## src/rtl/tone_sequencer.sv

```systemverilog
// -----------------------------------------------------------------------------
// tone_sequencer
//   Programmable melody player for the buzzer. A small sequence RAM holds note
//   entries {oct_up, note[2:0], dur[DUR_W-1:0]}. Playback loads each entry,
//   drives a square wave at the note pitch for dur ticks, then stays silent
//   for GAP_TICKS ticks before moving on. Supports one-shot and loop modes.
//
// Ports
//   clk        system clock
//   rst_n      asynchronous active-low reset
//   wr_en      write wr_data into the sequence RAM at wr_addr
//   wr_addr    RAM write address
//   wr_data    note entry
//   last_addr  index of the final entry (sampled live)
//   loop_en    restart at entry 0 after last_addr (sampled at sequence end)
//   start      begin playback from entry 0 (pulse, ignored while busy)
//   stop       abort playback (pulse, wins over start)
//   busy       high from LOAD through the end of the sequence
//   done       one-cycle pulse on normal one-shot completion
//   cur_addr   entry currently loaded/playing
//   beep       square-wave buzzer drive
// -----------------------------------------------------------------------------
module tone_sequencer #(
  parameter int unsigned DIV_W     = 16,
  parameter int unsigned DUR_W     = 12,
  parameter int unsigned TICK_DIV  = 100000,
  parameter int unsigned GAP_TICKS = 10,
  parameter int unsigned AW        = 4,
  localparam int unsigned EW       = 4 + DUR_W
) (
  input  logic          clk,
  input  logic          rst_n,
  input  logic          wr_en,
  input  logic [AW-1:0] wr_addr,
  input  logic [EW-1:0] wr_data,
  input  logic [AW-1:0] last_addr,
  input  logic          loop_en,
  input  logic          start,
  input  logic          stop,
  output logic          busy,
  output logic          done,
  output logic [AW-1:0] cur_addr,
  output logic          beep
);

  localparam int unsigned DEPTH = 2 ** AW;
  localparam int unsigned TW    = (TICK_DIV > 1) ? $clog2(TICK_DIV) : 1;
  localparam logic [TW-1:0]    TICK_LAST = TW'(TICK_DIV - 1);
  localparam logic [DUR_W-1:0] GAP_LAST  = DUR_W'((GAP_TICKS == 0) ? 0 : GAP_TICKS - 1);

  localparam logic [1:0] S_IDLE = 2'd0;
  localparam logic [1:0] S_LOAD = 2'd1;
  localparam logic [1:0] S_PLAY = 2'd2;
  localparam logic [1:0] S_GAP  = 2'd3;

  // Sequence RAM: not reset, read asynchronously during LOAD so that a write
  // landing on the same edge is seen only at the following LOAD.
  logic [EW-1:0] mem_q [DEPTH];

  always_ff @(posedge clk) begin
    if (wr_en) mem_q[wr_addr] <= wr_data;
  end

  logic [1:0]       state_q,    state_d;
  logic [AW-1:0]    cur_addr_q, cur_addr_d;
  logic [DIV_W-1:0] half_q,     half_d;
  logic [DUR_W-1:0] dur_q,      dur_d;
  logic [DIV_W-1:0] cnt_q,      cnt_d;
  logic [TW-1:0]    tick_cnt_q, tick_cnt_d;
  logic [DUR_W-1:0] dur_cnt_q,  dur_cnt_d;
  logic             beep_q,     beep_d;
  logic             done_q,     done_d;

  logic [EW-1:0]    entry;
  logic             ent_oct;
  logic [2:0]       ent_note;
  logic [DUR_W-1:0] ent_dur;
  logic [DIV_W-1:0] base_half;
  logic [DIV_W-1:0] ent_half;
  logic             tick;
  logic             finish;

  assign entry    = mem_q[cur_addr_q];
  assign ent_oct  = entry[EW-1];
  assign ent_note = entry[EW-2 -: 3];
  assign ent_dur  = entry[DUR_W-1:0];

  always_comb begin
    base_half = '0;
    case (ent_note)
      3'd1:    base_half = DIV_W'(47774);
      3'd2:    base_half = DIV_W'(42568);
      3'd3:    base_half = DIV_W'(37919);
      3'd4:    base_half = DIV_W'(35791);
      3'd5:    base_half = DIV_W'(31888);
      3'd6:    base_half = DIV_W'(28410);
      3'd7:    base_half = DIV_W'(25309);
      default: base_half = '0;
    endcase
  end

  // A rest has half-period 0, so the octave shift leaves it silent.
  assign ent_half = ent_oct ? (base_half >> 1) : base_half;
  assign tick     = (tick_cnt_q == TICK_LAST);

  always_comb begin
    state_d    = state_q;
    cur_addr_d = cur_addr_q;
    half_d     = half_q;
    dur_d      = dur_q;
    cnt_d      = cnt_q;
    tick_cnt_d = tick_cnt_q;
    dur_cnt_d  = dur_cnt_q;
    beep_d     = 1'b0;
    done_d     = 1'b0;
    finish     = 1'b0;

    case (state_q)
      S_IDLE: begin
        if (start) begin
          state_d    = S_LOAD;
          cur_addr_d = '0;
        end
      end

      S_LOAD: begin
        half_d     = ent_half;
        dur_d      = ent_dur;
        cnt_d      = '0;
        tick_cnt_d = '0;
        dur_cnt_d  = '0;
        if (ent_dur == '0) begin
          if (GAP_TICKS == 0) finish = 1'b1;
          else                state_d = S_GAP;
        end else begin
          state_d = S_PLAY;
        end
      end

      S_PLAY: begin
        beep_d = beep_q;
        if (half_q != '0) begin
          if (cnt_q == half_q - DIV_W'(1)) begin
            beep_d = ~beep_q;
            cnt_d  = '0;
          end else begin
            cnt_d = cnt_q + DIV_W'(1);
          end
        end
        if (tick) begin
          tick_cnt_d = '0;
          if (dur_cnt_q == dur_q - DUR_W'(1)) begin
            beep_d    = 1'b0;
            cnt_d     = '0;
            dur_cnt_d = '0;
            if (GAP_TICKS == 0) finish = 1'b1;
            else                state_d = S_GAP;
          end else begin
            dur_cnt_d = dur_cnt_q + DUR_W'(1);
          end
        end else begin
          tick_cnt_d = tick_cnt_q + TW'(1);
        end
      end

      S_GAP: begin
        if (tick) begin
          tick_cnt_d = '0;
          if (dur_cnt_q == GAP_LAST) begin
            dur_cnt_d = '0;
            finish    = 1'b1;
          end else begin
            dur_cnt_d = dur_cnt_q + DUR_W'(1);
          end
        end else begin
          tick_cnt_d = tick_cnt_q + TW'(1);
        end
      end

      default: state_d = S_IDLE;
    endcase

    // End of a note, reached from LOAD, PLAY or GAP depending on dur/GAP_TICKS.
    if (finish) begin
      if (cur_addr_q != last_addr) begin
        cur_addr_d = cur_addr_q + AW'(1);
        state_d    = S_LOAD;
      end else if (loop_en) begin
        cur_addr_d = '0;
        state_d    = S_LOAD;
      end else begin
        state_d = S_IDLE;
        done_d  = 1'b1;
      end
    end

    if (stop) begin
      state_d = S_IDLE;
      beep_d  = 1'b0;
      done_d  = 1'b0;
    end
  end

  always_ff @(posedge clk or negedge rst_n) begin
    if (!rst_n) begin
      state_q    <= S_IDLE;
      cur_addr_q <= '0;
      half_q     <= '0;
      dur_q      <= '0;
      cnt_q      <= '0;
      tick_cnt_q <= '0;
      dur_cnt_q  <= '0;
      beep_q     <= 1'b0;
      done_q     <= 1'b0;
    end else begin
      state_q    <= state_d;
      cur_addr_q <= cur_addr_d;
      half_q     <= half_d;
      dur_q      <= dur_d;
      cnt_q      <= cnt_d;
      tick_cnt_q <= tick_cnt_d;
      dur_cnt_q  <= dur_cnt_d;
      beep_q     <= beep_d;
      done_q     <= done_d;
    end
  end

  assign busy     = (state_q != S_IDLE);
  assign done     = done_q;
  assign cur_addr = cur_addr_q;
  assign beep     = beep_q;

endmodule

```

## config.mk

```make
export PLATFORM = sky130hd
export DESIGN_NAME = tone_sequencer
export DESIGN_NICKNAME = d
export VERILOG_FILES = /design/src/rtl/tone_sequencer.sv
export SDC_FILE = /design/constraint.sdc
export NUM_CORES = 1
export LEC_CHECK = 0
export ABC_AREA = 1
export CAP_MARGIN = 20
export CORE_ASPECT_RATIO = 0.6
export CORE_MARGIN = 3
export CORE_UTILIZATION = 67
export DETAILED_ROUTE_END_ITERATION = 8
export PLACE_DENSITY = 0.91
export SYNTH_ARGS = -nofsm -noshare
export SYNTH_HDL_FRONTEND = slang
export SYNTH_SLANG_ARGS = --single-unit
```

## constraint.sdc

```tcl
create_clock -name clk -period 6.7 [get_ports clk]
set_clock_uncertainty 0.1 [all_clocks]
set_input_delay 1.34 -clock clk [delete_from_list [all_inputs] [get_ports clk]]
set_output_delay 1.34 -clock clk [all_outputs]
set_load 0.005 [all_outputs]
```

==> key figures, run 1 <==
Run status
  – Outcome: finished, final reports clean

Drt
  – WL final: 42.5 mm
  – DRT Pass-1 Iters: 6
  – Iteration-0 DRC Markers: 2,370
  – # DRC: 0
  – Avg Vias per Cell: 6.16
  – Wire length per cell: 20.0 µm
  – Post-DRT Antenna Nets: 0
  – DR vias: 13,072

Yosys
  – Mapped Area: 0.0165 mm²
  – Most common library cells after synthesis: 476 x nand2_1, 256 x edfxtp_1, 206 x inv_1, 172 x nor2_1, 167 x nand3_1
  – Area share of the largest cell type after synthesis: 46.7%
  – Syn Nets: 1,815
  – Most common cell in the synthesized netlist: nand2_1
  – Post-synth EDFFs: 256
  – Largest cells by area after synthesis: edfxtp_1 47%, dfrtp_1 12%, nand2_1 11%, nand3_1 5.1%, inv_1 4.7%
  – Cell variety after synth: 53
  – Yosys reg bits: 337
  – Post-Synthesis Cells: 1,772
  – Synth Area per Inst: 9.28 µm²
  – Synth Warn #: 0
  – Ys async rst share: 24.0%
  – Biggest area consumer among synthesized cells: edfxtp_1
  – Main flop type after synthesis: edfxtp_1
  – Sequential share of the synthesized area: 59.1%

Run
  – Max-capacitance violation count: 0

Clock network
  – Clk_lat worst skew: 580 ps
  – H-tree levels: 1
  – Num Clock Sinks: 337
  – Setup bufs post-CTS: 0
  – Hold Buf Count CTS: 0
  – Worst-path clk slew: 70 ps
  – CTS tree: done
  – CTS buffer count: 30
  – Root buffer cell: clkbuf_16
  – Number of gates resized after CTS: 0
  – Clock Path Buffers: 3

Placed design
  – Placed instance count: 2,066
  – Post-DP HPWL: 27.6 mm
  – Area post-placement: 0.0169 mm²
  – Placer Congestion: 0.942
  – PortBufs: 36

Timing
  – Least-Margin Pin Slew: 1070 ps
  – Slew Viols, Final: 0
  – Period Utilization, post-route: 55.4%
  – Max Clk Rate: 0.269 GHz
  – Hold Vio Cnt, Final: 0
  – Unrepaired setup endpoints after global routing: no
  – Post-layout min period: 3710 ps
  – Setup violators final: 0
  – Final setup TNS: 0 ps
  – Max_slew headroom: 29.0%
  – Fin Hold WS: 430 ps

Die
  – Core region area: 0.0236 mm²
  – Die area: 0.0265 mm²
  – Initial core utilization: 69.7%
  – Die X: 208 µm
  – Row Count: 43
  – I/O pin count: 37
  – Die Y: 127 µm

Global route
  – Initial antenna violation count: 0
  – Vias in the first global route: 12,076
  – GRT overflow: 0
  – First-pass GRT wire length: 66.3 mm
  – GRT Resource Usage Total: 31.9%
  – Largest net degree at the start of global routing: 101

Setup path
  – CP cell instances: buf_4 > nand2_1 > o21ai_1 > nand2_1 > nand2_1 > nand2_1 > nand3_1 > nand2_2 > inv_2 > nand2_1 > nand2_1 > nand2_1 > nor2_1 > o211ai_1
  – CP most frequent cell: nand2_1
  – CP endpoint kind: flop
  – Buffers & Inverters on Critical Path: 2
  – Setup CP Type: flop to flop
  – CP max-delay cell: dfrtp_4
  – Worst-path fanout max: 83
  – CP top delay family: simple AND/OR/NAND/NOR gates
  – CP required: 7050 ps
  – CP Data Arrival Time: 4060 ps
  – Slowest stage delay, CP: 990 ps
  – Crit start category: flop

Final layout
  – Antenna cells: 0
  – Filler cells: 1,501
  – Area added between synthesis and finish: 9.01%
  – Layout cell share with drive strength beyond 1: 6.47%
  – Final Instance Area: 0.0179 mm²
  – Non-Filler Instances: 2,123
  – Nets: 1,827

Min path
  – Worst Hold Class: flop to flop

Power
  – Worst VDD drop: 0.201 mV
  – Pwr Density: 293 mW/mm²
  – P_leak: 7.25 nW
## where the power goes
| group | leakage [nW] | switching, mW | internal (mW) |
|---|---|---|---|
| clock | 0.469 | 0.777 | 0.946 |
| combinational | 3.39 | 0.695 | 0.324 |
| sequential | 3.39 | 0.133 | 2.38 |
## worst register-to-register path: cells and delay by family (launching register included)
| family | cells | cell delay [ps] |
|---|---|---|
| simple gates | 10 | 1360 |
| flops | 1 | 990 |
| buf+inv | 2 | 920 |
| compound gates | 2 | 240 |
## area by class of cell
| type | instances | area [µm²] | area share (%) |
|---|---|---|---|
| inverters | 219 | 827 | 4.61 |
| multi-input cells | 1154 | 5610 | 31.3 |
| clock inverters | 18 | 185 | 1.03 |
| repair buffers | 42 | 415 | 2.32 |
| well taps | 315 | 394 | 2.20 |
| clock buffers | 38 | 781 | 4.35 |
| flip-flops and latches | 337 | 9720 | 54.2 |
## registers in the layout, indices dropped and copies added, names as in the netlist
name / count
tick_cnt_q: 17
mem_q: 256
half_q: 16
cur_addr: 4
done: 1
beep: 1
state_q: 2
dur_cnt_q: 12
cnt_q: 16
dur_q: 12
## through the flow
step | setup slack [ps] | power (mW) | utilization (%)
floorplan | 3960 | 3.23 | -
global placement | 3240 | 3.46 | 71.7
detailed placement | 3200 | 3.51 | 71.7
CTS | 3010 | 5.20 | 75.8
global route | 2810 | 5.46 | 75.9
finish | 2990 | 5.25 | 75.9
## cells in the final DEF (no fill, tap or decap), types with 3 or more instances in the layout
master / count
o211ai_1: 19
o221ai_1: 5
nand2_1: 476
o21ai_0: 93
clkbuf_16: 30
nor3_1: 14
nand3_1: 167
o21ai_1: 16
nor2_2: 21
bufinv_16: 3
clkinv_1: 7
nor4_1: 5
inv_2: 7
nor2_4: 4
nor2_1: 156
inv_1: 206
o21ai_2: 10
nand2_2: 7
clkinv_2: 7
xnor2_1: 15
ha_1: 13
o22ai_1: 16
xor2_1: 26
nand3b_1: 6
buf_4: 6
dfrtp_1: 79
nand4_1: 30
clkbuf_1: 8
clkdlybuf4s50_1: 35
a22oi_1: 3
a31oi_1: 8
edfxtp_1: 256
a21oi_1: 17
## per-layer routing
metal	global-route usage [%]	vias to the layer above	share of wire [%]	wire length, µm
met3	9.08	122	15	6420
met1	48.6	6068	40	17100
met5	0	-	0	0
li1	-	5922	-	-
met4	8.36	0	2.8	1190
met2	45.7	960	42	17800
## cell families after synthesis
logic type / Yosys count / synth area share (%)
buffers and inverters: 281 / 7.09
multiplexers: 2 / 0.129
AO/OA/AOI/OAI: 197 / 7.06
flip-flops: 337 / 59.1
AND/OR/NAND/NOR: 901 / 23.5
XOR/XNOR: 41 / 2.18
adder cells (fa/ha/maj): 13 / 0.989
## path summary, 6_finish.rpt
check / startpoint / to / slack [ps] / cells past startpoint
max: cur_addr[0]$_DFF_PN0_ / half_q[9]$_DFFE_PN0P_ / 2990 / 14
min: tick_cnt_q[0]$_DFFE_PN0P_ / tick_cnt_q[0]$_DFFE_PN0P_ / 430 / 1
max reg2reg: cur_addr[0]$_DFF_PN0_ / half_q[9]$_DFFE_PN0P_ / 2990 / 14
min reg2reg: tick_cnt_q[0]$_DFFE_PN0P_ / tick_cnt_q[0]$_DFFE_PN0P_ / 430 / 1
max in group asynchronous: rst_n / tick_cnt_q[10]$_DFFE_PN0P_ / 5210 / 2
min in group asynchronous: rst_n / cnt_q[5]$_DFFE_PN0N_ / 660 / 1
Power figures use the tool's default switching activity.
==> inputs of run 2 (changes only) <==
CORE_UTILIZATION = 62   (was 67)
PLACE_DENSITY = 0.86   (was 0.91)
clock period = 3.42 ns   (was 6.7 ns; I/O delays follow)
==> run 2 against run 1 <==
Against the previous run: register-to-register slack lost 2300 ps; critical endpoint is now cur_addr[1]; hold slack got worse by 11 ps; via count is 2.0% lower; largest power group unchanged; first-iteration DRC count decreased by 23%; critical path depth is 12 lower; die area increased by 7.8%; non-clock buffer count is 26 higher; sequential cell count stayed put.
==> key figures, run 2 (synthesized netlist as in run 1, its figures left out) <==
Clock network
  – Worst-path clk slew: 70 ps (about the same)
  – Clk_lat worst skew: 570 ps (was 580 ps)
  – H-tree levels: 1 (unchanged)
  – Hold Buf Count CTS: 1 (was 0)
  – Num Clock Sinks: 337 (unchanged)
  – Clock Path Buffers: 3 (unchanged)
  – CTS buffer count: 30 (unchanged)
  – Number of gates resized after CTS: 0 (unchanged)
  – CTS tree: done (unchanged)
  – Setup bufs post-CTS: 0 (unchanged)
  – Root buffer cell: clkbuf_16 (unchanged)

Global route
  – First-pass GRT wire length: 64.3 mm (was 66.3 mm)
  – Vias in the first global route: 11,956 (was 12,076)
  – Largest net degree at the start of global routing: 93 (was 101)
  – GRT Resource Usage Total: 28.2% (was 31.9%)
  – Initial antenna violation count: 0 (unchanged)
  – GRT overflow: 0 (unchanged)

Placed design
  – PortBufs: 36 (unchanged)
  – Post-DP HPWL: 26.3 mm (was 27.6 mm)
  – Dpl ws: 847 ps (was 3200 ps)
  – Placer Congestion: 0.939 (was 0.942)
  – Area post-placement: 0.0172 mm² (was 0.0169 mm²)

Timing
  – Setup violators final: 0 (unchanged)
  – Least-Margin Pin Slew: 911 ps (was 1070 ps)
  – Max_slew headroom: 39.3% (was 29.0%)
  – Post-layout min period: 2990 ps
  – Unrepaired setup endpoints after global routing: no (unchanged)
  – Final worst slack: 430 ps (was 2990 ps)
  – Hold Vio Cnt, Final: 0 (unchanged)
  – Period Utilization, post-route: 87.4%
  – Max Clk Rate: 0.334 GHz
  – Final setup TNS: 0 ps (unchanged)
  – Slew Viols, Final: 0 (unchanged)

Final layout
  – Fin util: 71.3% (was 75.9%)
  – Layout cell share with drive strength beyond 1: 7.85% (was 6.47%)
  – Area taken by flip-flops and latches: 0.00972 mm² (unchanged)
  – Max reg flops: 256 (unchanged)
  – Most common cell after layout, fill and taps aside: nand2_1 (unchanged)
  – Largest register by flop count: mem_q (unchanged)
  – Most frequent cells in the layout: 476 x nand2_1, 256 x edfxtp_1, 206 x inv_1 (unchanged)
  – Multi-input gate area: 0.00561 mm² (unchanged)
  – Antenna cells: 0 (unchanged)
  – Filler cells: 1,877 (was 1,501)
  – Area added between synthesis and finish: 11.2% (was 9.01%)
  – Biggest regs: mem_q (256), tick_cnt_q (17) (unchanged)
  – Final Instance Area: 0.0183 mm² (was 0.0179 mm²)
  – Nets: 1,853 (was 1,827)

Power
  – Logic gate share of total power: 18.4% (was 19.4%)
  – Switching share of total power: 29.1% (was 30.5%)
  – Worst VDD drop: 0.427 mV (was 0.201 mV)
  – Psw: 3.09 mW (was 1.60 mW)
  – Pwr Density: 581 mW/mm² (was 293 mW/mm²)
  – Pint: 7.54 mW (was 3.65 mW)
  – Clock power share: 35.2% (was 32.8%)
  – Total power: 10.6 mW (was 5.25 mW)
  – P_leak: 7.45 nW (was 7.25 nW)
  – Sequential share of power: 46.4% (was 47.8%)

Setup path
  – CP endpoint kind: output pin (was flop)
  – CP required: 2640 ps (was 7050 ps)
  – Setup CP Type: flop to output pin (was flop to flop)
  – Worst-path fanout max: 54 (was 83)
  – Crit start category: flop (unchanged)
  – CP Data Arrival Time: 2210 ps (was 4060 ps)
  – Worst reg2reg path startpoint: dur_q[0]$_DFFE_PN0P_ (was cur_addr[0]$_DFF_PN0_)
  – Start point of the critical path: cur_addr[1]$_DFF_PN0_ (was cur_addr[0]$_DFF_PN0_)

Min path
  – Worst Hold Class: flop to flop (unchanged)
  – Hold Path Origin: tick_cnt_q[0]$_DFFE_PN0P_ (unchanged)

Drt
  – Avg Vias per Cell: 5.86 (was 6.16)
  – WL final: 40.3 mm (was 42.5 mm)
  – Post-DRT Antenna Nets: 0 (unchanged)
  – DRT Pass-1 Iters: 6 (unchanged)
  – Wire length per cell: 18.4 µm (was 20.0 µm)
  – Iteration-0 DRC Markers: 1,828 (was 2,370)
  – DR vias: 12,813 (was 13,072)
  – # DRC: 0 (unchanged)

Run status
  – Outcome: finished, final reports clean (unchanged)

Die
  – Initial core utilization: 64.1% (was 69.7%)
  – I/O pin count: 37 (unchanged)
  – Die X: 216 µm (was 208 µm)
  – Die area: 0.0286 mm² (was 0.0265 mm²)
  – Core region area: 0.0257 mm² (was 0.0236 mm²)
  – Die Y: 132 µm (was 127 µm)
  – Row Count: 45 (was 43)

Run
  – Max-capacitance violation count: 0 (unchanged)
-- run 2: changes by cell type in the layout (fill, tap and decap cells not counted), moves of 2 or more --
| cell | delta |
|---|---|
| buf_4 | +25 |
| clkinv_1 | -3 |
| clkbuf_8 | +2 |
| bufinv_16 | +4 |
| clkinv_2 | -2 |
-- run 2: per-layer routing --
| metal | up-vias | part of all wire (%) | GRT usage, % |
|---|---|---|---|
| li1 | 5971 | - | - |
| met1 | 5985 | 42 | 43.3 |
| met2 | 772 | 43 | 42.1 |
| met3 | 85 | 13 | 5.78 |
| met4 | 0 | 2.1 | 6.12 |
| met5 | - | 0 | 0 |
-- run 2: through the flow --
| stage | hold slack, ps | instances |
|---|---|---|
| after detailed placement | 407 | 2129 |
| after floorplan | 288 | 1772 |
| final | 419 | 2186 |
| after CTS | 419 | 2186 |
| after global routing | 427 | 2186 |
| after global placement | 393 | 2129 |
-- run 2: worst paths after layout --
kind	to	slack, ps	cells after the start
min in group asynchronous	cnt_q[4]$_DFFE_PN0N_	540	2
hold / removal	tick_cnt_q[0]$_DFFE_PN0P_	420	1
setup reg to reg	dur_cnt_q[4]$_DFFE_PN0P_	710	13
max in group asynchronous	dur_cnt_q[1]$_DFFE_PN0P_	1880	3
hold reg to reg	tick_cnt_q[0]$_DFFE_PN0P_	420	1
setup / recovery	cur_addr[1]	430	2
-- run 2: final cells by class --
type / count / share of cell area [%]
Clock buffer: 42 / 4.57
Clock inverter: 14 / 1.39
Tap cell: 352 / 2.41
Timing Repair Buffer: 68 / 3.35
Multi-Input combinational cell: 1154 / 30.7
Inverter: 219 / 4.52
Sequential cell: 337 / 53.1
-- run 2: worst max-delay path, cell delays in order (launching register included) --
cell and delay (ps):
dfrtp_2 390, buf_4 570, clkdlybuf4s50_1 670
-- run 2: power groups by stage --
stage	Combinational (mW)	Clock (mW)	Sequential (mW)
after global placement	1.82	0	5.00
after detailed placement	1.90	0	5.01
after CTS	1.92	3.77	4.92
final	1.96	3.74	4.93
after global routing	2.20	3.93	4.96
after floorplan	1.41	0	4.92
